### src/rtl/mdu_iter_if.sv
// rtl/mdu_iter_if.sv - issue/result bundle between the EX stage and mdu_iter
interface mdu_iter_if #(
    parameter int WIDTH = 32
);
    logic             start;
    logic [3:0]       op_i;
    logic             flush;
    logic [WIDTH-1:0] d1;
    logic [WIDTH-1:0] d2;
    logic             busy;
    logic             done;
    logic             dz;
    logic [WIDTH-1:0] rd_o;
    logic [WIDTH-1:0] hi_o;
    logic [WIDTH-1:0] lo_o;

    modport master (
        output start, op_i, flush, d1, d2,
        input  busy, done, dz, rd_o, hi_o, lo_o
    );

    modport slave (
        input  start, op_i, flush, d1, d2,
        output busy, done, dz, rd_o, hi_o, lo_o
    );
endinterface

### src/rtl/mdu_iter.sv
// rtl/mdu_iter.sv - multiply/divide unit with fixed-latency multiply and radix-2 restoring divide
module mdu_iter #(
    parameter int WIDTH   = 32,
    parameter int MUL_LAT = 5
) (
    input logic       clk,
    input logic       rst,
    mdu_iter_if.slave bus
);

    localparam logic [3:0] OP_MULT  = 4'd0;
    localparam logic [3:0] OP_MULTU = 4'd1;
    localparam logic [3:0] OP_DIV   = 4'd2;
    localparam logic [3:0] OP_DIVU  = 4'd3;
    localparam logic [3:0] OP_MTHI  = 4'd4;
    localparam logic [3:0] OP_MTLO  = 4'd5;
    localparam logic [3:0] OP_MADD  = 4'd6;
    localparam logic [3:0] OP_MADDU = 4'd7;
    localparam logic [3:0] OP_MSUB  = 4'd8;
    localparam logic [3:0] OP_MSUBU = 4'd9;
    localparam logic [3:0] OP_MFHI  = 4'd10;
    localparam logic [3:0] OP_MFLO  = 4'd11;

    localparam int CNT_MAX = (WIDTH > MUL_LAT) ? WIDTH : MUL_LAT;
    localparam int CNT_W   = $clog2(CNT_MAX);
    localparam logic [CNT_W-1:0] MUL_LAST = CNT_W'(MUL_LAT - 1);
    localparam logic [CNT_W-1:0] DIV_LAST = CNT_W'(WIDTH - 1);

    typedef enum logic [1:0] {S_IDLE, S_MUL, S_DIV} state_t;

    state_t           state;
    logic [CNT_W-1:0] cnt;
    logic [3:0]       op_r;
    logic [WIDTH-1:0] a_r;      // multiplicand, or dividend/quotient shift register
    logic [WIDTH-1:0] b_r;      // multiplier, or divisor magnitude
    logic [WIDTH-1:0] rem_r;
    logic [WIDTH-1:0] hi_r;
    logic [WIDTH-1:0] lo_r;
    logic             neg_q;
    logic             neg_r;
    logic             dz_pend;
    logic             busy_r;
    logic             done_r;
    logic             dz_r;

    logic             is_mul;
    logic             is_div;
    logic             div_signed;
    logic [WIDTH-1:0] d1_mag;
    logic [WIDTH-1:0] d2_mag;
    logic             mul_signed;
    logic [2*WIDTH-1:0] ext_a;
    logic [2*WIDTH-1:0] ext_b;
    logic [2*WIDTH-1:0] prod;
    logic [2*WIDTH-1:0] mul_res;
    logic [WIDTH:0]   shifted;
    logic [WIDTH-1:0] diff;
    logic             borrow;
    logic [WIDTH-1:0] rem_next;
    logic [WIDTH-1:0] quo_next;
    logic [WIDTH-1:0] rem_fix;
    logic [WIDTH-1:0] quo_fix;
    logic [WIDTH-1:0] rd;

    // Decode the issuing op and form operand magnitudes for a signed divide
    always_comb begin
        is_mul     = bus.op_i inside {OP_MULT, OP_MULTU, OP_MADD, OP_MADDU, OP_MSUB, OP_MSUBU};
        is_div     = bus.op_i inside {OP_DIV, OP_DIVU};
        div_signed = (bus.op_i == OP_DIV);
        d1_mag     = (div_signed && bus.d1[WIDTH-1]) ? -bus.d1 : bus.d1;
        d2_mag     = (div_signed && bus.d2[WIDTH-1]) ? -bus.d2 : bus.d2;
    end

    // Full 2*WIDTH product of the latched operands, then plain/accumulate/subtract
    always_comb begin
        mul_signed = op_r inside {OP_MULT, OP_MADD, OP_MSUB};
        ext_a = mul_signed ? {{WIDTH{a_r[WIDTH-1]}}, a_r} : {{WIDTH{1'b0}}, a_r};
        ext_b = mul_signed ? {{WIDTH{b_r[WIDTH-1]}}, b_r} : {{WIDTH{1'b0}}, b_r};
        prod  = ext_a * ext_b;
        if (op_r inside {OP_MADD, OP_MADDU}) begin
            mul_res = {hi_r, lo_r} + prod;
        end else if (op_r inside {OP_MSUB, OP_MSUBU}) begin
            mul_res = {hi_r, lo_r} - prod;
        end else begin
            mul_res = prod;
        end
    end

    // One restoring step: shift in the next dividend bit and subtract if it fits
    always_comb begin
        shifted  = {rem_r, a_r[WIDTH-1]};
        borrow   = (shifted < {1'b0, b_r});
        diff     = shifted[WIDTH-1:0] - b_r;   // exact whenever no borrow
        rem_next = borrow ? shifted[WIDTH-1:0] : diff;
        quo_next = {a_r[WIDTH-2:0], ~borrow};
        quo_fix  = neg_q ? -quo_next : quo_next;
        rem_fix  = neg_r ? -rem_next : rem_next;
    end

    // HI/LO read-out for MFHI/MFLO
    always_comb begin
        rd = '0;
        if (bus.op_i == OP_MFHI) begin
            rd = hi_r;
        end else if (bus.op_i == OP_MFLO) begin
            rd = lo_r;
        end
    end

    // Control FSM: accept, iterate, commit HI/LO atomically; flush/rst cancel without commit
    always_ff @(posedge clk) begin
        if (rst) begin
            state   <= S_IDLE;
            cnt     <= '0;
            op_r    <= '0;
            a_r     <= '0;
            b_r     <= '0;
            rem_r   <= '0;
            hi_r    <= '0;
            lo_r    <= '0;
            neg_q   <= 1'b0;
            neg_r   <= 1'b0;
            dz_pend <= 1'b0;
            busy_r  <= 1'b0;
            done_r  <= 1'b0;
            dz_r    <= 1'b0;
        end else if (bus.flush) begin
            state  <= S_IDLE;
            cnt    <= '0;
            busy_r <= 1'b0;
            done_r <= 1'b0;
            dz_r   <= 1'b0;
        end else begin
            done_r <= 1'b0;
            dz_r   <= 1'b0;
            case (state)
                S_IDLE: begin
                    if (bus.start) begin
                        if (is_mul || is_div) begin
                            op_r   <= bus.op_i;
                            cnt    <= '0;
                            busy_r <= 1'b1;
                            rem_r  <= '0;
                            if (is_div) begin
                                state   <= S_DIV;
                                a_r     <= d1_mag;
                                b_r     <= d2_mag;
                                neg_q   <= div_signed && (bus.d1[WIDTH-1] != bus.d2[WIDTH-1]);
                                neg_r   <= div_signed && bus.d1[WIDTH-1];
                                dz_pend <= (bus.d2 == '0);
                            end else begin
                                state <= S_MUL;
                                a_r   <= bus.d1;
                                b_r   <= bus.d2;
                            end
                        end else if (bus.op_i == OP_MTHI) begin
                            hi_r <= bus.d1;
                        end else if (bus.op_i == OP_MTLO) begin
                            lo_r <= bus.d1;
                        end
                    end
                end
                S_MUL: begin
                    if (cnt == MUL_LAST) begin
                        {hi_r, lo_r} <= mul_res;
                        busy_r       <= 1'b0;
                        done_r       <= 1'b1;
                        state        <= S_IDLE;
                    end else begin
                        cnt <= cnt + 1'b1;
                    end
                end
                S_DIV: begin
                    if (cnt == DIV_LAST) begin
                        if (!dz_pend) begin
                            hi_r <= rem_fix;
                            lo_r <= quo_fix;
                        end
                        dz_r   <= dz_pend;
                        busy_r <= 1'b0;
                        done_r <= 1'b1;
                        state  <= S_IDLE;
                    end else begin
                        a_r   <= quo_next;
                        rem_r <= rem_next;
                        cnt   <= cnt + 1'b1;
                    end
                end
                default: begin
                    state  <= S_IDLE;
                    busy_r <= 1'b0;
                end
            endcase
        end
    end

    assign bus.busy = busy_r;
    assign bus.done = done_r;
    assign bus.dz   = dz_r;
    assign bus.rd_o = rd;
    assign bus.hi_o = hi_r;
    assign bus.lo_o = lo_r;

endmodule
### src/flat_wrapper.sv
// flat-port wrapper written by rule: the top's interface ports become plain ports
module mdu_iter_flat 
#(
    parameter int WIDTH   = 32,
    parameter int MUL_LAT = 5
)
  (clk, rst, bus_start, bus_op_i, bus_flush, bus_d1, bus_d2, bus_busy, bus_done, bus_dz, bus_rd_o, bus_hi_o, bus_lo_o);
  mdu_iter_if #(.WIDTH(WIDTH)) bus_i ();
  input logic clk;
  input logic rst;
  input wire logic [$bits(bus_i.start)-1:0] bus_start;
  input wire logic [$bits(bus_i.op_i)-1:0] bus_op_i;
  input wire logic [$bits(bus_i.flush)-1:0] bus_flush;
  input wire logic [$bits(bus_i.d1)-1:0] bus_d1;
  input wire logic [$bits(bus_i.d2)-1:0] bus_d2;
  output wire logic [$bits(bus_i.busy)-1:0] bus_busy;
  output wire logic [$bits(bus_i.done)-1:0] bus_done;
  output wire logic [$bits(bus_i.dz)-1:0] bus_dz;
  output wire logic [$bits(bus_i.rd_o)-1:0] bus_rd_o;
  output wire logic [$bits(bus_i.hi_o)-1:0] bus_hi_o;
  output wire logic [$bits(bus_i.lo_o)-1:0] bus_lo_o;
  assign bus_i.start = bus_start;
  assign bus_i.op_i = bus_op_i;
  assign bus_i.flush = bus_flush;
  assign bus_i.d1 = bus_d1;
  assign bus_i.d2 = bus_d2;
  assign bus_busy = bus_i.busy;
  assign bus_done = bus_i.done;
  assign bus_dz = bus_i.dz;
  assign bus_rd_o = bus_i.rd_o;
  assign bus_hi_o = bus_i.hi_o;
  assign bus_lo_o = bus_i.lo_o;
  mdu_iter #(.WIDTH(WIDTH), .MUL_LAT(MUL_LAT)) u_core (.clk(clk), .rst(rst), .bus(bus_i));
endmodule
### config.mk
export PLATFORM = sky130hd
export DESIGN_NAME = mdu_iter_flat
export DESIGN_NICKNAME = d
export VERILOG_FILES = /design/src/rtl/mdu_iter_if.sv /design/src/rtl/mdu_iter.sv /design/src/flat_wrapper.sv
export SDC_FILE = /design/constraint.sdc
export NUM_CORES = 2
export LEC_CHECK = 0
export ABC_AREA = 1
export BUFFER_PORTS_ARGS = -buffer_cell sky130_fd_sc_hd__buf_2
export CAP_MARGIN = 20
export CORE_ASPECT_RATIO = 0.5
export CORE_MARGIN = 2
export CORE_UTILIZATION = 65
export DETAILED_ROUTE_END_ITERATION = 6
export PLACE_DENSITY = 0.82
export SLEW_MARGIN = 0
export SYNTH_ARGS = -nofsm -noshare
export SYNTH_HDL_FRONTEND = slang
export SYNTH_SLANG_ARGS = --single-unit
export TNS_END_PERCENT = 30
### constraint.sdc
create_clock -name clk -period 22.7 [get_ports clk]
set_input_delay 1.135 -clock clk [delete_from_list [all_inputs] [get_ports clk]]
set_output_delay 1.135 -clock clk [all_outputs]
set_load 0.005 [all_outputs]
### After elaboration in Yosys (flattened, before gate mapping)

Index checks and enable logic that the tools add are counted.

* order comparisons: 1
* multipliers: 1
* reductions and logical operators: 24
* bitwise operators: 4
* $add $sub $neg: 8
* equal/unequal tests: 31
* muxes and demuxes: 55

Operators with widths (count)
* 32-bit 2-to-1 mux: 28
* 64-bit 2-to-1 mux: 4
* 32-bit case mux with 3 select lines: 2
* 32-bit negation: 4
* 32-bit case mux with 2 select lines: 2
* 64-bit adder: 1
* 64-bit by 64-bit multiplier with 64-bit output: 1
* 64-bit subtractor: 1
* 33-bit by 32-bit less-than comparator with 1-bit output: 1
* 32-bit zero test: 1
* 32-bit subtractor: 1
* 4-bit by 3-bit equality test with 1-bit output, second input constant: 6
* 4-bit equality test, second input constant: 6
* 5-bit 2-to-1 mux: 4
* 5-bit case mux with 3 select lines: 1
* 5-bit AND reduction: 3
* 2-bit != test, second input constant: 6
* 2-bit 2-to-1 mux: 5
* 2-bit by 1-bit != test with 1-bit output, second input constant: 5
* 9-bit AND reduction: 1
* 4-bit by 2-bit equality test with 1-bit output, second input constant: 2
* 4-bit zero test: 2
* 4-bit AND reduction: 2
* 8-bit AND reduction: 1
* other kinds (20): 34

* logic and storage cells: 138
* output and inout port bits: 99
* input port bits: 72
* register bits: 177

### Depth between registers and ports, before layout

* word-level depth: 9
* gate-level depth with buffers: 60
* gate-level depth less buffers: 60

### Least setup slack after synthesis

Ideal clock, no wire load.

* path type: flip-flop to flip-flop
* start point: reg u_core.op_r[3]
* end point: reg u_core.hi_r[30] (netlist: u_core.bus.hi_o[30])
* setup slack: 12069 ps
* cell stages (with the launch flop): 51
* clock period less this slack: 10631 ps
* data required time: 22630 ps
* path buffers: 4
* arrival time: 10562 ps
* setup time: 70 ps
* path through: dfxtp_1 > inv_1 > nand2_1 > nand2_1 > nand2_1 > clkbuf_1 > buf_1 > buf_1 > nor2_1 > inv_1 > fa_1 > inv_1 > fa_1 > fa_1 > fa_1 > inv_1 > fa_1 > inv_1 > [15 not listed] > nand2_1 > inv_1 > ha_1 > clkbuf_1 > inv_1 > a21oi_1 > o21a_1 > inv_1 > a221oi_1 > o211a_1 > nand2_1 > nand2_1 > nand3_1 > nand3_1 > nand3_1 > nand2_1 > nand2_1 > a21oi_1

* longest elaborated chain between the ends: 9
* elaborated cells on any way between the ends: 17
* classes of those cells: add/sub: 2; mul: 1; eq/ne: 4; mux: 6; reduce/logical: 4

RTL lines
* start: declaration: line mdu_iter.sv:33 `logic [3:0] op_r;`
* start signal: assignment: line mdu_iter.sv:140 `op_r <= bus.op_i;`
* 4-bit by 3-bit equality test with 1-bit output, or another cell as far along: line mdu_iter.sv:76, mdu_iter.sv:80
* 3-bit nonzero test: line mdu_iter.sv:76 `mul_signed = op_r inside {OP_MULT, OP_MADD, OP_MSUB};`
* 64-bit 2-to-1 mux, on equally long branches: line mdu_iter.sv:77, mdu_iter.sv:78
* 64-bit by 64-bit multiplier with 64-bit output: line mdu_iter.sv:79 `prod = ext_a * ext_b;`
* 64-bit subtractor: line mdu_iter.sv:83 `mul_res = {hi_r, lo_r} - prod;`
* 64-bit 2-to-1 mux: line mdu_iter.sv:82 `end else if (op_r inside {OP_MSUB, OP_MSUBU}) begin`
* 64-bit 2-to-1 mux *: line mdu_iter.sv:80 `if (op_r inside {OP_MADD, OP_MADDU}) begin`
* 32-bit 2-to-1 mux *: line mdu_iter.sv:164 `if (cnt == MUL_LAST) begin`
* 32-bit case mux with 3 select lines *: line mdu_iter.sv:136 `case (state)`
* end signal: assignment: line mdu_iter.sv:157 `hi_r <= bus.d1;`
* end signal: assignment: line mdu_iter.sv:165 `{hi_r, lo_r} <= mul_res;`
* end signal: assignment: line mdu_iter.sv:176 `hi_r <= rem_fix;`
* end: declaration: line mdu_iter.sv:37 `logic [WIDTH-1:0] hi_r;`

Every way passes the cells marked *; elsewhere a longest branch is shown, timed or not. The select of a mux whose other input is x is not followed.
A chain may end at the register's enable or synchronous reset.

### Worst setup path in the final report

* start point: reg u_core.b_r[31]
* end point: reg u_core.hi_r[25] (netlist: u_core.bus.hi_o[25])

* longest elaborated chain between the ends: 7
* elaborated cells on any way between the ends: 14
* classes of those cells: add/sub: 3; mul: 1; order compare: 1; mux: 9

RTL lines
* start: declaration: line mdu_iter.sv:35 `logic [WIDTH-1:0] b_r;`
* start signal: assignment: line mdu_iter.sv:147 `b_r <= d2_mag;`
* start signal: assignment: line mdu_iter.sv:154 `b_r <= bus.d2;`
* 64-bit 2-to-1 mux / 33-bit by 32-bit less-than comparator with 1-bit output (equally long branches): line mdu_iter.sv:78, mdu_iter.sv:92
* 64-bit by 64-bit multiplier with 64-bit output / 32-bit 2-to-1 mux (equally long branches): line mdu_iter.sv:79, mdu_iter.sv:94
* 64-bit subtractor / 32-bit negation (equally long branches): line mdu_iter.sv:83, mdu_iter.sv:97
* 64-bit 2-to-1 mux / 32-bit 2-to-1 mux (equally long branches): line mdu_iter.sv:82, mdu_iter.sv:97
* 64-bit 2-to-1 mux / 32-bit 2-to-1 mux (equally long branches): line mdu_iter.sv:80, mdu_iter.sv:175
* 32-bit 2-to-1 mux, on equally long branches: line mdu_iter.sv:164, mdu_iter.sv:174
* 32-bit case mux with 3 select lines *: line mdu_iter.sv:136

Marks and branches as above.

==> results.ini <==
[synthesis]
syn-num-nets=12100
synth_cell_type_count=68
yosysMostFrequentCell=inv_1
yosys-top-cells-count=inv_1 (2741), nand2_1 (2166), fa_1 (1425)
synth_cells=10200
synth_area_leaders=fa_1 (39%), inv_1 (14%), nand2_1 (11%)
ys_seq_area_share_pct=4.87
synth_area_leader_cell=fa_1
ys_dominant_reg_cell=dfxtp_1
synth_area_per_cell_um2=7.16
synth_edf_count=0
synthArstFlopShare_pct=0
ys_warn_count=0
yosys_register_bits=177
netlist_area_um2=72800
yosysTopAreaCellShare_pct=39.2

[critical_path]
cp-start-kind=flop
cp.arrival_ns=13.60
slowest_delay_ns=1.14
worstSetupPathType=reg -> reg
slowest_stage=a2111oi_1
crit_required_ns=23.10
end_kind=flop
cp_max_fo=33

[layout]
regArea_um2=3560
multi_input_area_um2=57300
syn_to_final_growth_pct=3.78
nNetsFinal=12000
fillers=9009
drive_gt1_share_pct=4.76

[power_and_ir_drop]
p_comb_share_pct=71.8
powerDensity_nw_per_um2=32.4
seqPwrFrac_pct=13.8
power.switching_mw=1.52
clkPwrFrac_pct=14.4
switching_share_pct=61.9
power.leakage_nw=42.7
ir_drop_v=0.0000607
internal_power_mw=0.933

[floorplan]
core_um2=111000
rows=86
fp.dieArea_um2=115000
num_io_pins=171
die_y_um=241
die_w_um=477
start_util_pct=65.8

[detailed_routing]
wl_per_cell_um=26.6
drcViolationCount=214
vias=72100
vias_per_cell=6.22
routed_wl_um=308000
drtPass1Iterations=7
drt_iter0_markers=11000
ant_nets=0

[cts]
postCtsSetupBuffers=0
cts_resized=0
cts_sinks=177
cts_tree=done
cts_buffer_depth=2
clkTransAtPathRegs_ns=0.09
clk_latency_ns=0.54
htree_levels=4
cts_hold_buf=0
clockRootBuffer=clkbuf_16
cts_buffers=17

[timing]
rsz0062_at_grt=no
worst_slew_pin_slew_ns=1.38
final-max-slew-violation-count=0
clock.fmax_mhz=75.8
timing.slew.headroom_pct=7.79
finalCritPeriodShare_pct=58.1
min_period_ns=13.20
finalHoldViolations=0
setup_viol_count_final=0
setup_tns_ns=0
finClkSkew_ns=0.0320
setup_ws_ns=9.50

[grt]
busiest_layer=met2
gr-usage-met3_pct=26.4
grt_pass1_wl_um=457000
grt_pass1_vias=73200
gr-usage-met2_pct=74.9
grt_max_degree=80
overflow=0
grtUsageTotal_pct=54.3
grt_util_met1_pct=67.9
antenna_found_initial=9

[min_path]
min_path_type=reg -> reg

[placed_design]
gp_congestion=1.13
place_ws_ns=10.02
dpl.hpwl_um=251000
port_buffers=170

[run_status]
status=finished with violations
violations=design-rule violations

[job]
maxCapViolations=0

## routing by layer
metal | wire length, um | share of wire (%)
met4 | 25300 | 8.2
met2 | 118000 | 38
met1 | 107000 | 35
met5 | 485 | 0.16
met3 | 57200 | 19
## worst paths after layout
path | from | endpoint | slack [ns] | depth (start not counted)
worst max register to register | u_core.b_r[31] | u_core.bus.hi_o[25] | 9.50 | 42
worst max-delay path | u_core.b_r[31] | u_core.bus.hi_o[25] | 9.50 | 42
worst min register to register | u_core.a_r[17] | u_core.a_r[17] | 0.47 | 2
worst min-delay path | u_core.a_r[17] | u_core.a_r[17] | 0.47 | 2
## metrics by stage
step / cell area (um^2) / hold slack [ns] / cells / total power, mW / utilization, %
6_report: 75600 / 0.474 / 11600 / 2.45 / 68.3
5_1_grt: 75500 / 0.510 / 11600 / 2.55 / 68.3
4_1_cts: 75500 / 0.472 / 11600 / 2.33 / 68.2
3_5_place_dp: 74800 / 0.460 / 11500 / 1.97 / 67.6
3_3_place_gp: 74800 / 0.452 / 11500 / 1.97 / 67.6
2_1_floorplan: 72800 / 0.435 / 10200 / 1.36 / -
## logic make-up after synthesis
family	Yosys count	share of synthesized area (%)
AOI/OAI and AO/OA	1277	9.98
and+or+nand+nor	3484	19.4
xor gates and xnor gates	150	1.82
buffers and inverters	3181	16.5
DFF	177	4.87
adders and majority gates	1903	47.4
## flip-flops by register name (all words and copies together), names as in the netlist
name,flops
u_core.bus.done,1
u_core.bus.hi_o,32
u_core.dz_pend,1
u_core.state,2
u_core.bus.busy,1
u_core.b_r,32
u_core.bus.lo_o,32
u_core.rem_r,32
u_core.neg_q,1
u_core.a_r,32
u_core.neg_r,1
u_core.op_r,4
u_core.cnt,5
u_core.bus.dz,1
## power groups by stage
stage          Clock [mW]  Sequential, mW  Combinational, mW
6_report            0.352           0.338               1.76
3_3_place_gp            0           0.342               1.62
2_1_floorplan           0           0.332               1.03
3_5_place_dp            0           0.343               1.63
5_1_grt             0.357           0.337               1.86
4_1_cts             0.347           0.336               1.65
## final cells by class
type	count	share of cell area (%)
antenna	13	0.0431
timing repair buffer	293	2.37
tap	1496	2.48
sequential	177	4.72
clock buffer	17	0.563
inverter	2752	13.7
multi-input combinational	6814	75.8
clock inverter	15	0.308
## placed cells by master, fill, tap and decap left out, types with 10 or more instances in the layout
cell       Yosys  layout
a211oi_1      10      10
a21boi_0      11      11
a21o_1        37      37
a21oi_1      529     529
a221oi_1      18      18
a31oi_1       30      30
buf_2         11     169
buf_4          1     120
clkbuf_16      0      17
dfxtp_1      177     160
dfxtp_2        0      17
diode_2        0      13
fa_1        1425    1425
ha_1         478     475
inv_1       2741    2738
nand2_1     2166    2164
nand2_2       19      21
nand3_1      328     328
nand3b_1      11      11
nand4_1       49      49
nor2_1       708     705
nor2_2         9      11
nor3_1        89      86
nor4_1        25      24
o2111ai_1     17      17
o211ai_1      36      36
o21a_1        28      28
o21ai_0      391     391
o21ai_1       26      26
o21ai_2       14      14
o21bai_1      39      39
o221ai_1      21      21
o22ai_1       37      37
or2_2         53      53
xnor2_1       41      41
xor2_1       108     108
## worst max-delay path: cells and delay by family (launching register included)
| family | cells | cell delay [ns] |
|---|---|---|
| xor+xnor | 1 | 0.46 |
| simple gates | 9 | 1.55 |
| flops | 1 | 0.36 |
| compound gates | 11 | 3.51 |
| buf+inv | 10 | 2.04 |
| fa+ha+maj | 11 | 5.12 |
No activity file was read; power rests on OpenSTA's default activity.
